===== config.mk =====
export PLATFORM = sky130hd
export DESIGN_NAME = config_loader
export DESIGN_NICKNAME = d
export VERILOG_FILES = /design/src/rtl/config_loader.sv
export SDC_FILE = /design/constraint.sdc
export NUM_CORES = 1
export LEC_CHECK = 0
export ABC_AREA = 1
export CORE_UTILIZATION = 52
export CTS_CLUSTER_SIZE = 10
export DETAILED_ROUTE_END_ITERATION = 10
export PLACE_DENSITY = 0.79
export SLEW_MARGIN = 10
export SYNTH_ARGS = -nofsm -noshare
export SYNTH_HDL_FRONTEND = slang
export SYNTH_SLANG_ARGS = --single-unit

===== constraint.sdc =====
create_clock -name clk -period 1.9 [get_ports clk]
set_input_delay 0.38 -clock clk [delete_from_list [all_inputs] [get_ports clk]]
set_output_delay 0.38 -clock clk [all_outputs]
set_load 0.01 [all_outputs]

===== src/rtl/config_loader.sv =====
// Configuration loader: assembles IN_W-bit chunks into a shadow register and
// commits them to the connection-block configuration bus only after a complete frame.
module config_loader #(
  parameter  int CFG_W = 44,
  parameter  int IN_W  = 8,
  localparam int NW    = (CFG_W + IN_W - 1) / IN_W
) (
  input  logic             clk,
  input  logic             rst,
  input  logic             cfg_valid,
  output logic             cfg_ready,
  input  logic [IN_W-1:0]  cfg_data,
  input  logic             cfg_last,
  output logic [CFG_W-1:0] c,
  output logic             cset,
  output logic             done,
  output logic             err,
  output logic             busy
);

  localparam int CNT_W   = $clog2(NW + 1);
  localparam int LAST_LO = (NW - 1) * IN_W;
  localparam int LAST_W  = CFG_W - LAST_LO;
  localparam logic [CNT_W-1:0] LAST_CNT = CNT_W'(NW);

  typedef enum logic [1:0] {
    IDLE,
    LOAD,
    DRAIN,
    COMMIT
  } state_e;

  state_e             state_q, state_d;
  logic [CNT_W-1:0]   cnt_q, cnt_d, cnt_inc;
  logic [CFG_W-1:0]   shadow_q, shadow_d;
  logic [CFG_W-1:0]   c_q, c_d;
  logic               cset_q, cset_d;
  logic               done_q, done_d;
  logic               err_q, err_d;
  logic               accept;
  logic               wr_en;

  // ready depends on state alone, so it never combinationally follows cfg_valid
  assign accept  = cfg_valid & (state_q != COMMIT);
  assign cnt_inc = cnt_q + CNT_W'(1);
  assign wr_en   = accept & ((state_q == IDLE) | (state_q == LOAD));

  // NOTE: sequential state uses non-blocking assignments so every register
  // samples the pre-edge values of its peers, independent of statement order.
  always_ff @(posedge clk) begin
    if (rst) begin
      state_q  <= IDLE;
      cnt_q    <= '0;
      shadow_q <= '0;
      c_q      <= '0;
      cset_q   <= 1'b0;
      done_q   <= 1'b0;
      err_q    <= 1'b0;
    end else begin
      state_q  <= state_d;
      cnt_q    <= cnt_d;
      shadow_q <= shadow_d;
      c_q      <= c_d;
      cset_q   <= cset_d;
      done_q   <= done_d;
      err_q    <= err_d;
    end
  end

  // NOTE: every variable gets a default at the top of the block so no path
  // leaves it unassigned, which would otherwise infer a latch.
  always_comb begin
    state_d  = state_q;
    cnt_d    = cnt_q;
    shadow_d = shadow_q;
    c_d      = c_q;
    cset_d   = cset_q;
    done_d   = 1'b0;
    err_d    = err_q;

    unique case (state_q)
      IDLE: begin
        if (accept) begin
          err_d = 1'b0;
          if (!cfg_last) begin
            state_d = LOAD;
            cnt_d   = CNT_W'(1);
          end else if (NW == 1) begin
            state_d = COMMIT;
          end else begin
            err_d = 1'b1;
          end
        end
      end
      LOAD: begin
        if (accept) begin
          cnt_d = cnt_inc;
          if (cfg_last) begin
            if (cnt_inc == LAST_CNT) begin
              state_d = COMMIT;
            end else begin
              err_d   = 1'b1;
              state_d = IDLE;
              cnt_d   = '0;
            end
          end else if (cnt_inc == LAST_CNT) begin
            state_d = DRAIN;
          end
        end
      end
      DRAIN: begin
        if (accept && cfg_last) begin
          err_d   = 1'b1;
          state_d = IDLE;
          cnt_d   = '0;
        end
      end
      COMMIT: begin
        c_d     = shadow_q;
        cset_d  = 1'b1;
        done_d  = 1'b1;
        state_d = IDLE;
        cnt_d   = '0;
      end
      default: begin
        state_d = IDLE;
        cnt_d   = '0;
      end
    endcase

    // Final chunk is truncated: its upper padding bits have no home in the shadow
    if (wr_en) begin
      for (int k = 0; k < NW - 1; k++) begin
        if (cnt_q == CNT_W'(k)) shadow_d[k*IN_W +: IN_W] = cfg_data;
      end
      if (cnt_q == CNT_W'(NW - 1)) shadow_d[CFG_W-1:LAST_LO] = cfg_data[LAST_W-1:0];
    end
  end

  always_comb begin
    cfg_ready = !rst && (state_q != COMMIT);
    busy      = (state_q != IDLE);
  end

  assign c    = c_q;
  assign cset = cset_q;
  assign done = done_q;
  assign err  = err_q;

endmodule


==> impl_results.md, run 1 <==
* HP Class: flop to flop
* Tmin final at 1.79 ns
* DP Worst Slack at -0.0543 ns
* Filler cells at 516
* IO Port Bufs at 60
* Clock transition at path regs at 0.09 ns
* Syn_area_per_cell at around 8 um^2
* Fin nets at 512
* Avg WL per Cell at 12.8 um
* Max-slew violations at 0
* Sw Ratio at 0.241
* Post-Layout Inst Area at around 4400 um^2
* Worst EP required at 1.52 ns
* Status: finished clean
* Worst-Margin Slew at 0.453 ns
* Power Internal at around 2.9 mW
* Number of diodes at 0
* Endpoint class of the critical path: output pin
* Hold path endpoint: shadow_q[16]
* CTS H-tree depth at 3
* Core Util, Final at 0.683
* Mapped Cells at 429
* Drt drc at 0
* Sw power at 0.910 mW
* Worst reg2reg startpoint: state_q[1]
* Area delta synth->final at 26.0%
* Logic pwr share at 0.095
* Crit path max fanout at 5
* Area of the mapped netlist at ~3500 um^2
* Relative slew slack at 0.698
* R2R depth at 7
* Fin crit share at 0.942
* Layout cells sized above 1 at 0.0565
* Die footprint at ~7000 um^2
* Clock Skew at ~0.013 ns
* Maxcap violations at 0
* Vias in the first global route at around 2,700
* Fin Hold WS at 0.449 ns
* First drt pass iteration count at 4
* I/O pin count at 61
* Iteration-0 DRC Markers at 190
* Initial antenna violation count at 0
* Part of the power in registers at 0.560
* Root Driver: clkbuf_8
* Routability congestion estimate at 0.891
* Fmax at 559 MHz
* Routed wire length at 7330 um
* Seq/Total Area, Yosys at 0.555
* Hold_sp: shadow_q[16]
* Critical path arrival at 1.41 ns
* Clk buf depth at 2
* Peak VDD IR at 576 uV
* Vias per std cell at 5.09
* # rows at 29
* Vias at 2,917
* Critical path type: flop to output pin
* Final Hold Viols at 0
* Initial core utilization at 0.542
* Reg-to-Reg End: shadow_q[22]
* Worst R2R Setup Slack at around 0.13 ns
* Total GRT Usage at 0.225
* Top cells by area, synth: dfxtp_1 (56%), o21ai_0 (12%), nand2_1 (9.1%)
* PwrDens at 865 nW/um^2
* Core Area at 6390 um^2
* Leakage dissipation at about 1.7 nW
* Share of the synthesized area in the top cell type at 0.555
* CTS sink cnt at 96
* Final worst setup slack at 0.110 ns
* Clock buffer count from CTS at 9
* Synth Register Bits at 96
* Yosys warning count at 0
* Die Wd at about 84 um
* Grt total ovfl at 0
* Hold buffer count at cts at 0
* Hold depth at 2
* First-pass GRT wire length at 12,400 um
* Die H at ~84 um
* HPWL after detailed placement at between 4000 and 5000 um
* Critical path launch point type: flop
* Clk_lat worst skew at around 0.36 ns
* Post-DRT Antenna Nets at 0
* Largest net degree at the start of global routing at 49
* Clock share of power at 0.345
* TritonCTS clock tree: yes
* Mapped Nets at 450
* Setup-failing EPs final at 0
* Area of placed instances at 4160 um^2
* RSZ-0062 raised after global routing: no
* Synth cell types at 15
* Largest area contributor in the netlist: dfxtp_1
## per-stage QoR
step | instances | power (mW) | TNS (ns)
CTS | 573 | 3.79 | 0
detailed placement | 557 | 2.51 | -0.103
floorplan | 429 | 2.39 | 0
global placement | 557 | 2.50 | -0.0644
global route | 573 | 3.96 | 0
finish | 573 | 3.77 | 0
## power by group through the flow
stage | clock network (mW) | logic, mW | registers, mW
after global routing | 1.43 | 0.407 | 2.12
after floorplan | 0 | 0.237 | 2.15
after CTS | 1.32 | 0.357 | 2.11
final | 1.30 | 0.359 | 2.11
after global placement | 0 | 0.343 | 2.16
after detailed placement | 0 | 0.354 | 2.16
## cell usage after synthesis
master	count
o21ai_0	85
inv_1	59
buf_4	5
ha_1	9
a21oi_4	1
nand4_1	2
o2111ai_1	1
nor2_1	27
clkbuf_1	9
nand3_1	3
buf_2	4
inv_2	1
nand2_1	84
dfxtp_1	96
a21oi_1	43
## kinds of logic (layout without fill, tap and decap cells)
kind of cell             count (synthesis)  after routing  share of synthesized area
adder cells (fa/ha/maj)                  9              9                     0.0325
buffers and inverters                   78            145                     0.0915
flip-flops                              96             96                      0.555
AND/OR/NAND/NOR                        116            116                      0.128
AO/OA/AOI/OAI                          130            130                      0.192
## cell type report
cell class	instances	area, um^2	area share
Clock inverter	2	38.8	0.00890
Multi-Input combinational cell	255	1230	0.283
Timing Repair Buffer	69	691	0.158
Sequential cell	96	1920	0.441
Tap cell	77	96.3	0.0221
Inverter	60	225	0.0516
Clock buffer	14	153	0.0350
## worst max path at each step
stage,startpoint,end,slack [ns],cells past startpoint
2_1_floorplan,state_q[0],cfg_ready,0.40,3
3_3_place_gp,rst,cfg_ready,-0.06,3
3_5_place_dp,rst,cfg_ready,-0.05,3
4_1_cts,state_q[0],busy,0.06,4
5_1_grt,state_q[1],shadow_q[6],0.01,7
6_report,state_q[1],busy,0.11,4
## state kept, by name, summed over array words and instances (netlist names)
name,cells
c,44
cnt_q,3
cset,1
done,1
err,1
shadow_q,44
state_q,2
## what timing repair did
| item | CTS | global route |
|---|---|---|
| gates cloned | 0 | 0 |
| resized for setup | 5 | 2 |
| pin swaps | 0 | 0 |
| buffers inserted | 0 | 0 |
| setup endpoints to repair | 2 | 5 |
## placed cells by master, fill, tap and decap left out, types with 3 or more instances in the layout
master	Yosys	routed
inv_1	59	58
clkdlybuf4s50_1	0	58
nand2_1	84	84
nor2_1	27	26
nand3_1	3	3
clkbuf_8	0	10
clkbuf_1	9	4
ha_1	9	8
a21oi_1	43	43
dfxtp_1	96	94
buf_4	5	7
o21ai_0	85	85
## critical path, stage by stage, from the launching register on
cell and delay, ns:
dfxtp_2 0.37, inv_1 0.08, ha_1 0.21, inv_2 0.12, dlygate4sd2_1 0.28
## metal layers
layer	GRT usage	wire, um	vias to the layer above
li1	-	-	1487
met1	0.287	3290	1327
met2	0.367	3520	85
met3	0.0495	367	18
met4	0.0940	155	0
met5	0	0	-
Power figures use the tool's default switching activity.
==> inputs of run 2 (changes only) <==
--- a/config.mk
+++ b/config.mk
@@ -6,10 +6,10 @@
 export NUM_CORES = 1
 export LEC_CHECK = 0
 export ABC_AREA = 1
-export CORE_UTILIZATION = 52
+export CORE_UTILIZATION = 47
 export CTS_CLUSTER_SIZE = 10
 export DETAILED_ROUTE_END_ITERATION = 10
-export PLACE_DENSITY = 0.79
+export PLACE_DENSITY = 0.75
 export SLEW_MARGIN = 10
 export SYNTH_ARGS = -nofsm -noshare
 export SYNTH_HDL_FRONTEND = slang
==> constraint.sdc (replaced) <==
create_clock -name clk -period 1.6 [get_ports clk]
set_input_delay 0.32 -clock clk [delete_from_list [all_inputs] [get_ports clk]]
set_output_delay 0.32 -clock clk [all_outputs]
set_load 0.01 [all_outputs]
==> impl_results.md, run 2 (same netlist as run 1, synthesis figures left out) <==
* Status: finished clean
* Vias in the first global route at 2,655 (-2.1%)
* Hold buffer count at cts at 0 (unchanged)
* Fin nets at 532 (+3.9%)
* Routed wire length at 7640 um (+4.2%)
* Die footprint at 7710 um^2 (+10%)
* Tmin final at 1.58 ns
* Die Wd at 87.8 um (+5.1%)
* Relative slew slack at 0.690 (-0.00837)
* Filler cells at 586 (+14%)
* Worst-Margin Slew at 0.465 ns (+0.0126 ns)
* Total GRT Usage at 0.207 (-0.0175)
* WP buf/inv at 1 (-2)
* HPWL after detailed placement at 5170 um (+8.7%)
* First-pass GRT wire length at 12,000 um (-3.3%)
* Iteration-0 DRC Markers at 114 (-40%)
* Max-slew violations at 0 (unchanged)
* CTS sink cnt at 96 (unchanged)
* I/O pin count at 61 (unchanged)
* TritonCTS clock tree: yes
* RSZ-0062 raised after global routing: yes
* Commonest non-fill, non-tap cell in the layout: dfxtp_1
* CP top delay family: buffers and inverters
* Fin Hold WS at 0.449 ns (-0.000349 ns)
* First drt pass iteration count at 4 (unchanged)
* Grt total ovfl at 0 (unchanged)
* Clock Skew at 0.00886 ns (-0.00371 ns)
* DP Worst Slack at -0.251 ns (-0.197 ns)
* Max incr delay on CP at 0.55 ns (+0.18 ns)
* CP Cell Sequence: clkdlybuf4s50_1
* R2R depth at 9 (+2)
* Max stage delay cell, worst path: clkdlybuf4s50_1
* CTS H-tree depth at 3 (unchanged)
* Pwr Total at 4.50 mW (+19%)
* Root Driver: clkbuf_8
* Area delta synth->final at 35.0%
* Critical path type: flop to output pin
* Maxcap violations at 0 (unchanged)
* Clock buffer count from CTS at 9 (unchanged)
* Clk buf depth at 2 (unchanged)
* CP Depth at 1 (-3)
* Layout cells sized above 1 at 0.141 (+0.0850)
* Most frequent cells in the layout: dfxtp_1 (93), o21ai_0 (80), nand2_1 (75)
* PwrDens at 963 nW/um^2 (+11%)
* Peak VDD IR at 485 uV (-16%)
* Fin crit share at 0.989
* Die H at 87.8 um (+5.1%)
* Number of diodes at 0 (unchanged)
* HP Class: flop to flop
* Endpoint class of the critical path: output pin
* Setup-failing EPs final at 0 (unchanged)
* Clock transition at path regs at 0.10 ns (about the same)
* Final Hold Viols at 0 (unchanged)
* Largest net degree at the start of global routing at 47 (-4.1%)
* Hold depth at 2 (unchanged)
* Vias at 2,916 (-0.034%)
* Routability congestion estimate at 0.892 (about the same)
* Vias per std cell at 4.76 (-6.4%)
* Initial core utilization at 0.498 (-0.0435)
* Clk_lat worst skew at 0.36 ns (about the same)
* Core Area at 6940 um^2 (+8.7%)
* Initial antenna violation count at 0 (unchanged)
* Avg WL per Cell at 12.5 um (-2.5%)
* Fmax at 632 MHz
* # rows at 30 (+3.4%)
* Sequential cell area at 1930 um^2 (+0.19%)
* Worst EP required at 1.28 ns (-0.24 ns)
* Area of the multi-input gates at 1310 um^2 (+6.1%)
* IO Port Bufs at 60 (unchanged)
* Post-DRT Antenna Nets at 0 (unchanged)
* Drt drc at 0 (unchanged)
* Critical path launch point type: flop
* Leakage dissipation at 2.36 nW (+41%)
* Crit path max fanout at 2 (-3)
* Final worst setup slack at 0.0171 ns (-0.0933 ns)
* Critical path arrival at 1.26 ns (-0.15 ns)
[run 2: metal layers]
| metal | up-vias | global-route usage | wire (um) |
|---|---|---|---|
| li1 | 1528 | - | - |
| met1 | 1315 | 0.252 | 3440 |
| met2 | 63 | 0.351 | 3730 |
| met3 | 10 | 0.0462 | 351 |
| met4 | 0 | 0.0909 | 110 |
| met5 | - | 0 | 0 |
[run 2: area by class of cell]
type,count,area share
flip-flops and latches,96,0.413
multi-input cells,255,0.280
repair buffers,89,0.195
inverters,60,0.0482
clock buffers,9,0.0265
well taps,96,0.0257
clock inverters,7,0.0118
[run 2: stage by stage]
step	cell area, um^2	utilization	TNS (ns)	instances
2_1_floorplan	3460	-	0	429
3_3_place_gp	4310	0.620	-7.14	594
3_5_place_dp	4310	0.620	-10.70	594
4_1_cts	4520	0.650	-0.0128	611
5_1_grt	4670	0.673	-0.0613	612
6_report	4670	0.673	0	612
[run 2: final timing paths]
check          startpoint  slack (ns)           end
max                 c[24]        0.02         c[24]
min          shadow_q[12]        0.45  shadow_q[12]
max reg2reg    state_q[0]        0.06   shadow_q[6]
min reg2reg  shadow_q[12]        0.45  shadow_q[12]
[run 2: power breakdown]
group / internal [mW] / switching [mW]
Sequential: 2.48 / 0.0319
Clock: 0.584 / 0.870
Combinational: 0.222 / 0.312
Total: 3.28 / 1.21
[run 2: repair_timing]
action	CTS	global route
pin swaps	1	5
setup buffers	1	1
endpoints found under the setup margin	32	79
resized for setup	21	57
